`config.mk`:
```
export PLATFORM = sky130hd
export DESIGN_NAME = onewire_seq
export DESIGN_NICKNAME = d
export VERILOG_FILES = /design/src/rtl/onewire_seq.sv
export SDC_FILE = /design/constraint.sdc
export NUM_CORES = 1
export LEC_CHECK = 0
export ABC_AREA = 1
export BUFFER_PORTS_ARGS = -buffer_cell sky130_fd_sc_hd__buf_2
export CORE_MARGIN = 2
export CORE_UTILIZATION = 45
export CTS_CLUSTER_SIZE = 14
export DETAILED_ROUTE_END_ITERATION = 6
export PLACE_DENSITY = 0.71
export SYNTH_ARGS = -nofsm -noshare
export SYNTH_HDL_FRONTEND = slang
export SYNTH_SLANG_ARGS = --single-unit
```
`constraint.sdc`:
```
create_clock -name clk -period 3.4 [get_ports clk]
set_input_delay 0.51 -clock clk [delete_from_list [all_inputs] [get_ports clk]]
set_output_delay 0.51 -clock clk [all_outputs]
set_load 0.02 [all_outputs]
```
`src/rtl/onewire_seq.sv`:
```
// 1-Wire byte sequencer driving a 1-bit PIO as an open-drain line; bus writes are combinational on state, and the low write follows the accept cycle.
// One command in flight: cmd_ready is high in IDLE only, and rsp_valid pulses for one cycle at completion.
module onewire_seq #(
  parameter int CLK_HZ = 50_000_000
) (
  input  logic        clk,
  input  logic        reset,
  input  logic        cmd_valid,
  output logic        cmd_ready,
  input  logic [1:0]  cmd_op,
  input  logic [7:0]  cmd_data,
  output logic        rsp_valid,
  output logic [7:0]  rsp_data,
  output logic        rsp_presence,
  output logic        busy,
  output logic [2:0]  m_address,
  output logic        m_chipselect,
  output logic        m_write_n,
  output logic [31:0] m_writedata,
  input  logic [31:0] m_readdata
);

  localparam int DIV = CLK_HZ / 1_000_000;
  localparam int TW  = $clog2(480 * DIV + 1);

  localparam logic [1:0] OP_RST = 2'd0;
  localparam logic [1:0] OP_WR  = 2'd1;
  localparam logic [1:0] OP_RD  = 2'd2;

  typedef enum logic [3:0] {
    INIT0, INIT1, IDLE,
    RST_LOW, RST_REL, RST_SAMPLE, RST_REC,
    SLOT_LOW, SLOT_REL, SLOT_SAMPLE, SLOT_REC,
    DONE
  } state_t;

  state_t        state, state_nxt;
  logic [TW-1:0] tmr, dur_m1;
  logic [2:0]    bit_cnt;
  logic [1:0]    op;
  logic [7:0]    wr_byte, rx_byte;
  logic          tmr_end, is_read, wr_bit, accept, capture;
  logic          unused_rd;

  assign is_read   = (op == OP_RD);
  assign wr_bit    = wr_byte[bit_cnt];
  assign accept    = cmd_valid && cmd_ready;
  assign tmr_end   = (tmr == dur_m1);
  assign unused_rd = ^m_readdata[31:1];

  // The sample cycle sits between release and recovery, so recovery is one cycle short.
  always_comb begin
    dur_m1 = '0;
    case (state)
      RST_LOW:  dur_m1 = TW'(480 * DIV - 1);
      RST_REL:  dur_m1 = TW'(70 * DIV - 1);
      RST_REC:  dur_m1 = TW'(410 * DIV - 2);
      SLOT_LOW: dur_m1 = (is_read || wr_bit) ? TW'(6 * DIV - 1) : TW'(60 * DIV - 1);
      SLOT_REL: dur_m1 = is_read ? TW'(9 * DIV - 1) : '0;
      SLOT_REC: dur_m1 = is_read ? TW'(55 * DIV - 2)
                       : (wr_bit ? TW'(64 * DIV - 2) : TW'(10 * DIV - 2));
      default:  dur_m1 = '0;
    endcase
  end

  always_ff @(posedge clk) begin
    if (reset) begin
      state <= INIT0;
      tmr   <= '0;
    end else begin
      state <= state_nxt;
      tmr   <= (state_nxt != state) ? '0 : tmr + 1'b1;
    end
  end

  always_comb begin
    state_nxt = state;
    case (state)
      INIT0:       state_nxt = INIT1;
      INIT1:       state_nxt = IDLE;
      IDLE: begin
        if (cmd_valid) begin
          case (cmd_op)
            OP_RST:       state_nxt = RST_LOW;
            OP_WR, OP_RD: state_nxt = SLOT_LOW;
            default:      state_nxt = DONE;
          endcase
        end
      end
      RST_LOW:     if (tmr_end) state_nxt = RST_REL;
      RST_REL:     if (tmr_end) state_nxt = RST_SAMPLE;
      RST_SAMPLE:  state_nxt = RST_REC;
      RST_REC:     if (tmr_end) state_nxt = DONE;
      SLOT_LOW:    if (tmr_end) state_nxt = SLOT_REL;
      SLOT_REL:    if (tmr_end) state_nxt = is_read ? SLOT_SAMPLE : SLOT_REC;
      SLOT_SAMPLE: state_nxt = SLOT_REC;
      SLOT_REC:    if (tmr_end) state_nxt = (bit_cnt == 3'd7) ? DONE : SLOT_LOW;
      DONE:        state_nxt = IDLE;
      default:     state_nxt = INIT0;
    endcase
  end

  // The PIO registers its read data, so the sampled pin shows up on the first recovery cycle.
  assign capture = (tmr == '0) && ((state == RST_REC) || (state == SLOT_REC && is_read));

  always_ff @(posedge clk) begin
    if (reset) begin
      bit_cnt      <= '0;
      op           <= '0;
      wr_byte      <= '0;
      rx_byte      <= '0;
      rsp_data     <= '0;
      rsp_presence <= 1'b0;
    end else begin
      if (accept) begin
        op      <= cmd_op;
        wr_byte <= cmd_data;
        bit_cnt <= '0;
      end
      if (capture) begin
        if (state == RST_REC) rsp_presence <= ~m_readdata[0];
        else                  rx_byte[bit_cnt] <= m_readdata[0];
      end
      if (state == SLOT_REC && tmr_end) begin
        bit_cnt <= bit_cnt + 1'b1;
        if (is_read && bit_cnt == 3'd7) rsp_data <= rx_byte;
      end
    end
  end

  // Bus strobes are masked while reset is held so an aborted slot stops at once.
  always_comb begin
    cmd_ready    = (state == IDLE);
    busy         = ~cmd_ready;
    rsp_valid    = (state == DONE) && !reset;
    m_address    = '0;
    m_chipselect = 1'b0;
    m_write_n    = 1'b1;
    m_writedata  = '0;
    if (!reset) begin
      case (state)
        INIT0: begin
          m_chipselect = 1'b1;
          m_write_n    = 1'b0;
        end
        INIT1, RST_REL, SLOT_REL: begin
          if (tmr == '0) begin
            m_address    = 3'd1;
            m_chipselect = 1'b1;
            m_write_n    = 1'b0;
          end
        end
        RST_LOW, SLOT_LOW: begin
          if (tmr == '0) begin
            m_address    = 3'd1;
            m_chipselect = 1'b1;
            m_write_n    = 1'b0;
            m_writedata  = 32'd1;
          end
        end
        RST_SAMPLE, SLOT_SAMPLE: m_chipselect = 1'b1;
        default: ;
      endcase
    end
  end

endmodule

```
Word level (Yosys, flattened, before mapping)
Index checks and enable logic that the tools add are counted.
- bits in registers: 49
- input port bits: 45
- output and inout port bits: 49
- add/sub/neg operators: 2
- $lt $le $gt $ge: 2
- eq/ne operators: 17
- mux-type cells: 35
- bitwise logic cells: 3
- reduce and logical (&&, ||, !) cells: 23
- operator list (kind ; number):
    15-bit one-hot mux with 6 select lines ; 1
    4-bit one-hot mux with 11 select lines ; 1
    12-bit two-way mux ; 3
    4-bit two-way mux ; 8
    4-bit by 3-bit equality test with 1-bit output, second input constant ; 4
    4-bit equality test, second input constant ; 4
    15-bit by 1-bit adder with 15-bit output, second input constant ; 1
    15-bit equality test ; 1
    15-bit zero test ; 1
    1-bit two-way mux ; 12
    9-bit two-way mux ; 1
    8-bit bitwise mux ; 1
    4-bit by 2-bit equality test with 1-bit output, second input constant ; 2
    4-bit one-hot mux with 2 select lines ; 1
    2-bit OR reduction ; 4
    1-bit logical AND ; 7
    3-bit two-way mux ; 2
    2-bit AND reduction ; 3
    5-bit OR reduction ; 1
    2-bit equality test, second input constant ; 2
    4-bit by 1-bit equality test with 1-bit output, second input constant ; 1
    4-bit zero test ; 1
    3-bit by 4-bit < comparator with 1-bit output, second input constant ; 1
    4-bit != test ; 1
    other kinds (14) ; 18

Logic depth before layout (Yosys ltp)
Gate-level depths: netlist (run 1).
- depth after elaboration: 10
- mapped depth: 23

Worst setup path after synthesis (run 1)
OpenSTA, ideal clock, no wires.
- path type: reg-to-output
- from: register state[1]
- to: output m_chipselect
- arrival: 1.973 ns
- slack: 0.917 ns
- stages on the path, launching flop included: 9
- path buffers: 1
- cells stage by stage: dfxtp_1 -> buf_6 -> nor2_1 -> inv_2 -> nor2_4 -> a21oi_1 -> a211oi_1 -> a21oi_1 -> nand2_1
- cells in the longest elaborated chain, start to end: 4
- RTL lines (element ; RTL line ; RTL):
    from (decl) ; 37 ; state_t state, state_nxt;
    from (signal assigned) ; 71 ; state <= state_nxt;
    4-bit by 2-bit equality test with 1-bit output (tied with other cells) ; 141 ; case (state)
    5-bit OR reduction (no line) / 3-bit OR reduction (equally long branches) ; -- ;
    1-bit one-hot mux with 2 select lines * ; 141 ;
    1-bit two-way mux * ; 140 ; if (!reset) begin
    to (decl) ; 17 ; output logic m_chipselect,
Every way passes the cells marked *; elsewhere a longest branch is shown, timed or not.

Final worst setup path (run 1)
- from: register bit_cnt[0]
- to: register tmr[14]
- cells in the longest elaborated chain, start to end: 10
- RTL lines (element ; RTL line ; RTL):
    from (decl) ; 39 ; logic [2:0] bit_cnt;
    from (signal assigned) ; 125 ; bit_cnt <= bit_cnt + 1'b1;
    1-bit binary-select mux with 3-bit select ; 46 ; assign wr_bit = wr_byte[bit_cnt];
    1-bit two-way mux (not written as such) ; 46 ;
    12-bit two-way mux / 1-bit logical OR (equally long branches) ; 61, 58 ;
    12-bit two-way mux (on tied branches) ; 60, 58 ;
    15-bit one-hot mux with 6 select lines ; 54 ; case (state)
    15-bit equality test ; 48 ; assign tmr_end = (tmr == dur_m1);
    4-bit two-way mux (tied with other cells) ; 97 ; SLOT_REC: if (tmr_end) state_nxt = (bit_cnt == 3'd7) ? DONE : SLOT_LOW;
    4-bit one-hot mux with 11 select lines * ; 78 ; case (state)
    4-bit != test * ; 72 ; tmr <= (state_nxt != state) ? '0 : tmr + 1'b1;
    2-bit OR reduction (no line) * ; -- ;
    to (signal assigned) ; 72 ;
    to (decl) ; 38 ; logic [TW-1:0] tmr, dur_m1;
Every way passes the cells marked *; elsewhere a longest branch is shown, timed or not. The select of a mux whose other input is x is not followed.
A chain may end at the register's enable or synchronous reset.

==> results_dict.tcl, run 1 <==
set metrics [dict create \
    fmax_ghz 0.362 \
    die_area_mm2 0.00790 \
    crit_path_end_kind "register" \
    relSlewSlack 0.669 \
    postRouteAntennaNets 0 \
    cts_root_buf "clkbuf_8" \
    dp_hpwl_um 5090 \
    power.density_mw_per_mm2 651 \
    insertion_delay_ns 0.31 \
    dr_total_vias 2762 \
    syn2layout_area_growth_pct 7.17 \
    postCtsSetupBuffers 0 \
    synth_warnings 0 \
    grt.total_usage 0.171 \
    die_x_um 88.9 \
    synth_top_area_frac 0.302 \
    synth.most_common_cell "nand2_1" \
    antenna_found_initial 0 \
    chipHeight_um 88.9 \
    final_cells 584 \
    netlist_area_mm2 0.00324 \
    start_kind "register" \
    leakagePower_nw 1.56 \
    io_pins 94 \
    routedWlPerCell_um 11.2 \
    cts_buffers 5 \
    ir_worst_vdd_v 0.000295 \
    worst_hold_path.endpoint "rsp_data[1]$_SDFFE_PP0P_" \
    drcViolationCount 0 \
    drv_slew 0 \
    start_util 0.472 \
    avgSynthCellArea_um2 7.07 \
    drt-initial-drc-count 111 \
    cts_max_path_buffers 2 \
    layout-drive-gt1-share 0.199 \
    diodes 0 \
    outcome "completed" \
    setup_violations 0 \
    dp_cells 576 \
    synthFlopType "dfxtp_1" \
    cp.arrival_ns 2.99 \
    cts_tree "yes" \
    postSynthCellCount 459 \
    crit_path_max_fanout 15 \
    r2r-start "bit_cnt[0]$_SDFFE_PP0P_" \
    post-route-period-util 0.812 \
    cts_resized 0 \
    cts_hold_buf 0 \
    nNetsFinal 537 \
    worstReg2RegEnd "tmr[14]$_SDFF_PP0_" \
    cts.clk_slew.worst_paths_ns 0.09 \
    htreeDepth 2 \
    grt_pass1_wl_um 10800 \
    synth.yosys.seq_area_share 0.302 \
    netlist_top_cells_area "dfxtp_1, nand2_1, buf_4" \
    min_path_cells 2 \
    cap_violations 0 \
    drt-pass1-iter-count 4 \
    synth_commonest_cells "nand2_1, inv_1, dfxtp_1" \
    synth_area_leader_cell "dfxtp_1" \
    rr_worst_depth 19 \
    power.total_mw 2.26 \
    rows 30 \
    period_minus_slack_ns 2.76 \
    fin_worst_skew_ns 0.0105 \
    numPortBuffers 29 \
    ys_types 35 \
    viasPerCell 4.73 \
    fin_tns_setup_ns 0 \
    grt-ovfl-total 0 \
    grt_setup_unrepaired "false" \
    ys_seq_elements 49 \
    grt_pass1_vias 2425 \
    grt_max_degree 21 \
    worstHoldStart "rsp_data[1]$_SDFFE_PP0P_" \
    coreArea_mm2 0.00687 \
    totalWireLength_um 6560 \
    hold_path.class "reg -> reg" \
    gp_routability_congestion 0.882 \
    async_reset_ff_frac 0 \
    synth_edf_count 0 \
    tightest_slew_ns 0.491 \
    hold_viol_final 0 \
    crit_type "reg -> reg" \
    required_ns 3.63 \
    regToRegSetupSlack_ns 0.64 \
    cts_sinks 49 \
]
==> cell families after synthesis <==
family,Yosys count,synth area share
AND/OR/NAND/NOR,211,0.348
other,1,0.00116
AO/OA/AOI/OAI,72,0.123
adder cells (fa/ha/maj),5,0.0193
XOR/XNOR,13,0.0351
flip-flops,49,0.302
buffers and inverters,108,0.170
==> cell usage in the layout, fill, tap and decap left out, types with 2 or more instances in the layout <==
cell type,n
o211ai_1,2
o21ai_1,2
nor4_1,2
o21ai_0,23
nor2_1,43
xnor2_1,2
nand4_1,11
conb_1,33
buf_4,2
ha_1,5
a211oi_1,2
inv_1,53
nor2_4,18
xor2_1,11
a21oi_1,32
nor3_1,9
inv_2,13
nand3_4,3
nand2_4,2
nand2_1,73
o21a_1,8
dfxtp_1,49
nor2_2,8
nand3_1,27
clkbuf_8,5
bufinv_16,2
nand2_2,12
buf_2,29
==> final cells by class <==
type	instances	area, µm²
clock buffer	5	68.8
clock inverter	3	68.8
fill	693	3390
inverter	66	248
multi-input combinational	334	1830
sequential	49	981
tap	96	120
timing repair buffer	31	160
==> power by group <==
part | total (mW) | switching, mW | internal [mW] | leakage (nW)
logic | 1.09 | 0.758 | 0.336 | 1.09
registers | 0.670 | 0.0468 | 0.623 | 0.396
clock network | 0.499 | 0.203 | 0.296 | 0.0687
total | 2.26 | 1.01 | 1.26 | 1.56
==> critical path, cell delays in order (launching register included) <==
cell,delay (ns)
dfxtp_1,0.39
inv_2,0.15
nand2_1,0.07
nand3b_1,0.09
nand2_1,0.11
nor2_2,0.20
nand3_4,0.16
nand2_1,0.09
nand2_1,0.05
nand2_1,0.06
nand2_1,0.08
nor2_4,0.18
nand3_4,0.13
nand2_2,0.08
nand2_2,0.06
nor2_4,0.10
nor2_2,0.04
nor2_2,0.15
nand3_4,0.31
nor2_1,0.17
==> how the worst max path moves through the flow <==
stage,startpoint,to,depth (start not counted)
3_3_place_gp,state[3]$_SDFF_PP0_,tmr[2]$_SDFF_PP0_,17
2_1_floorplan,state[1]$_SDFF_PP0_,m_chipselect,8
3_5_place_dp,state[1]$_SDFF_PP0_,tmr[1]$_SDFF_PP0_,18
5_1_grt,bit_cnt[0]$_SDFFE_PP0P_,tmr[1]$_SDFF_PP0_,19
6_report,bit_cnt[0]$_SDFFE_PP0P_,tmr[14]$_SDFF_PP0_,19
4_1_cts,state[1]$_SDFF_PP0_,tmr[1]$_SDFF_PP0_,18
==> registers in the layout, summed over array words and instances, names as in the netlist <==
signal	flops
rsp_data	8
op	2
state	4
tmr	15
rx_byte	8
bit_cnt	3
wr_byte	8
rsp_presence	1
==> routing by layer <==
layer | vias up | GRT usage | routed length (µm)
li1 | 1458 | - | -
met1 | 1244 | 0.219 | 3140
met5 | - | 0 | 0
met3 | 10 | 0.0277 | 227
met4 | 0 | 0.0620 | 90
met2 | 50 | 0.290 | 3100
==> through the flow <==
step	utilization	instance area (µm²)	setup WS, ns	hold slack (ns)
6_report	0.506	3480	0.640	0.444
5_1_grt	0.506	3480	0.264	0.470
4_1_cts	0.506	3480	0.631	0.449
3_5_place_dp	0.486	3340	0.655	0.434
3_3_place_gp	0.486	3340	0.709	0.428
2_1_floorplan	-	3360	0.917	0.429
Power figures use the tool's default switching activity.
==> run 2: changes to the inputs <==
PLACE_DENSITY = 0.74   (was 0.71)
clock period = 2.4 ns   (was 3.4 ns; I/O delays follow)
==> results_dict.tcl, run 2 (synthesis gave the netlist of run 1 again) <==
set metrics [dict create \
    period_minus_slack_ns 2.62 \
    place_ws_ns -0.183 \
    p_int_mw 2.08 \
    cts_max_path_buffers 2 \
    ir_worst_vdd_v 0.000313 \
    final_common_cell "nand2_1" \
    htreeDepth 2 \
    insertion_delay_ns 0.31 \
    crit_path_max_fanout 6 \
    wl_met1_um 3300 \
    cts.clk_slew.worst_paths_ns 0.09 \
    drt-initial-drc-count 121 \
    grt_setup_unrepaired "true" \
    final_area_mm2 0.00413 \
    fill_cells 639 \
    gp_routability_congestion 0.929 \
    drt-pass1-iter-count 4 \
    setup_violations 24 \
    viasPerCell 4.81 \
    antenna_found_initial 0 \
    leakagePower_nw 1.90 \
    drv_slew 0 \
    grt.total_usage 0.186 \
    coreArea_mm2 0.00687 \
    routed.top_layer "met4" \
    cts_buffers 5 \
    grt-ovfl-total 0 \
    cts_hold_buf 0 \
    regArea_um2 997 \
    start_kind "register" \
    cp.arrival_ns 2.87 \
    cts_root_buf "clkbuf_8" \
    regMostFlops "tmr" \
    cap_violations 0 \
    nNetsFinal 597 \
    numPortBuffers 29 \
    fin_tns_setup_ns -3.42 \
    required_ns 2.65 \
    power.total_mw 3.77 \
    met2_length_um 3950 \
    combPwrFrac 0.606 \
    postLayoutCoreUtil 0.601 \
    cts_tree "yes" \
    violations "negative setup slack" \
    fmax_ghz 0.382 \
    rows 30 \
    largest_reg_flops 15 \
    power.density_mw_per_mm2 912 \
    net-switching-power_mw 1.69 \
    chipHeight_um 88.9 \
    hold_path.class "in -> reg" \
    totalWireLength_um 7750 \
    placed_area_mm2 0.00372 \
    setup_slack_ns -0.221 \
    die_area_mm2 0.00790 \
    final_cell_mix "nand2_1, inv_1, buf_4" \
    crit_path_end_kind "register" \
    diodes 0 \
    cts_sinks 49 \
    start_util 0.472 \
    routedWlPerCell_um 12.0 \
    io_pins 94 \
    hold_viol_final 0 \
    post-route-period-util 1.09 \
    postRouteAntennaNets 0 \
    drcViolationCount 0 \
    outcome "complete, but fails checks" \
    crit_type "reg -> reg" \
    clkPwrFrac 0.136 \
    grt_pass1_wl_um 11500 \
    die_x_um 88.9 \
    dp_hpwl_um 5630 \
    dr_total_vias 3097 \
    wl_met3_um 363 \
    switching_share 0.449 \
    power_frac_seq 0.258 \
    fin_worst_skew_ns 0.00832 \
    grt_max_degree 22 \
    syn2layout_area_growth_pct 27.3 \
    layout-drive-gt1-share 0.363 \
    multi_input_area_mm2 0.00202 \
    grt_pass1_vias 2686 \
]
-- run 2: path summary, 6_finish.rpt --
check | to | slack, ns | cells after the start | from
hold reg to reg | rsp_data[1]$_SDFFE_PP0P_ | 0.45 | 2 | rsp_data[1]$_SDFFE_PP0P_
setup reg to reg | tmr[10]$_SDFF_PP0_ | -0.22 | 20 | state[2]$_SDFF_PP0_
hold / removal | op[0]$_SDFFE_PP0P_ | 0.31 | 3 | cmd_op[0]
setup / recovery | tmr[10]$_SDFF_PP0_ | -0.22 | 20 | state[2]$_SDFF_PP0_
-- run 2: power by group through the flow --
stage,combinational [mW],sequential [mW],clock (mW)
3_5_place_dp,1.90,0.965,0
6_report,2.28,0.970,0.513
3_3_place_gp,1.86,0.964,0
2_1_floorplan,1.39,0.940,0
5_1_grt,2.47,0.976,0.565
4_1_cts,2.02,0.965,0.527
-- run 2: area by class of cell --
class | count | area share
clock buffer | 5 | 0.0167
clock inverter | 3 | 0.00636
inverter | 66 | 0.0606
multi-input combinational | 336 | 0.490
sequential | 49 | 0.241
tap | 96 | 0.0291
timing repair buffer | 89 | 0.156
-- run 2: metal layers --
| layer | up-vias | track usage |
|---|---|---|
| met2 | 72 | 0.339 |
| met1 | 1430 | 0.222 |
| li1 | 1584 | - |
| met3 | 11 | 0.0323 |
| met4 | 0 | 0.0565 |
| met5 | - | 0 |
-- run 2: what timing repair did --
item,in CTS,in global routing
pin swaps,1,18
buffers inserted,5,5
endpoints found under the setup margin,23,36
cloned,0,2
resized for setup,34,33
hold endpoints to repair,0,0
-- run 2: critical path, stage by stage (launching register included) --
cell     delay, ns
dfxtp_2       0.36
inv_2         0.07
nor2_4        0.18
inv_2         0.07
nor2_4        0.15
buf_4         0.15
nand3_4       0.10
nand2_1       0.08
nand2_1       0.05
nand2_1       0.05
nand2_1       0.08
nor2_4        0.19
nand3_4       0.14
nor2_4        0.11
nor2_2        0.05
nand3_1       0.09
nand2_1       0.07
nor2_2        0.15
nand3_4       0.17
buf_12        0.20
nor2_4        0.06
-- run 2: stage by stage --
step	hold WS, ns	std cells
3_5_place_dp	0.436	624
6_report	0.305	644
3_3_place_gp	0.428	624
2_1_floorplan	0.429	491
5_1_grt	0.307	644
4_1_cts	0.302	637
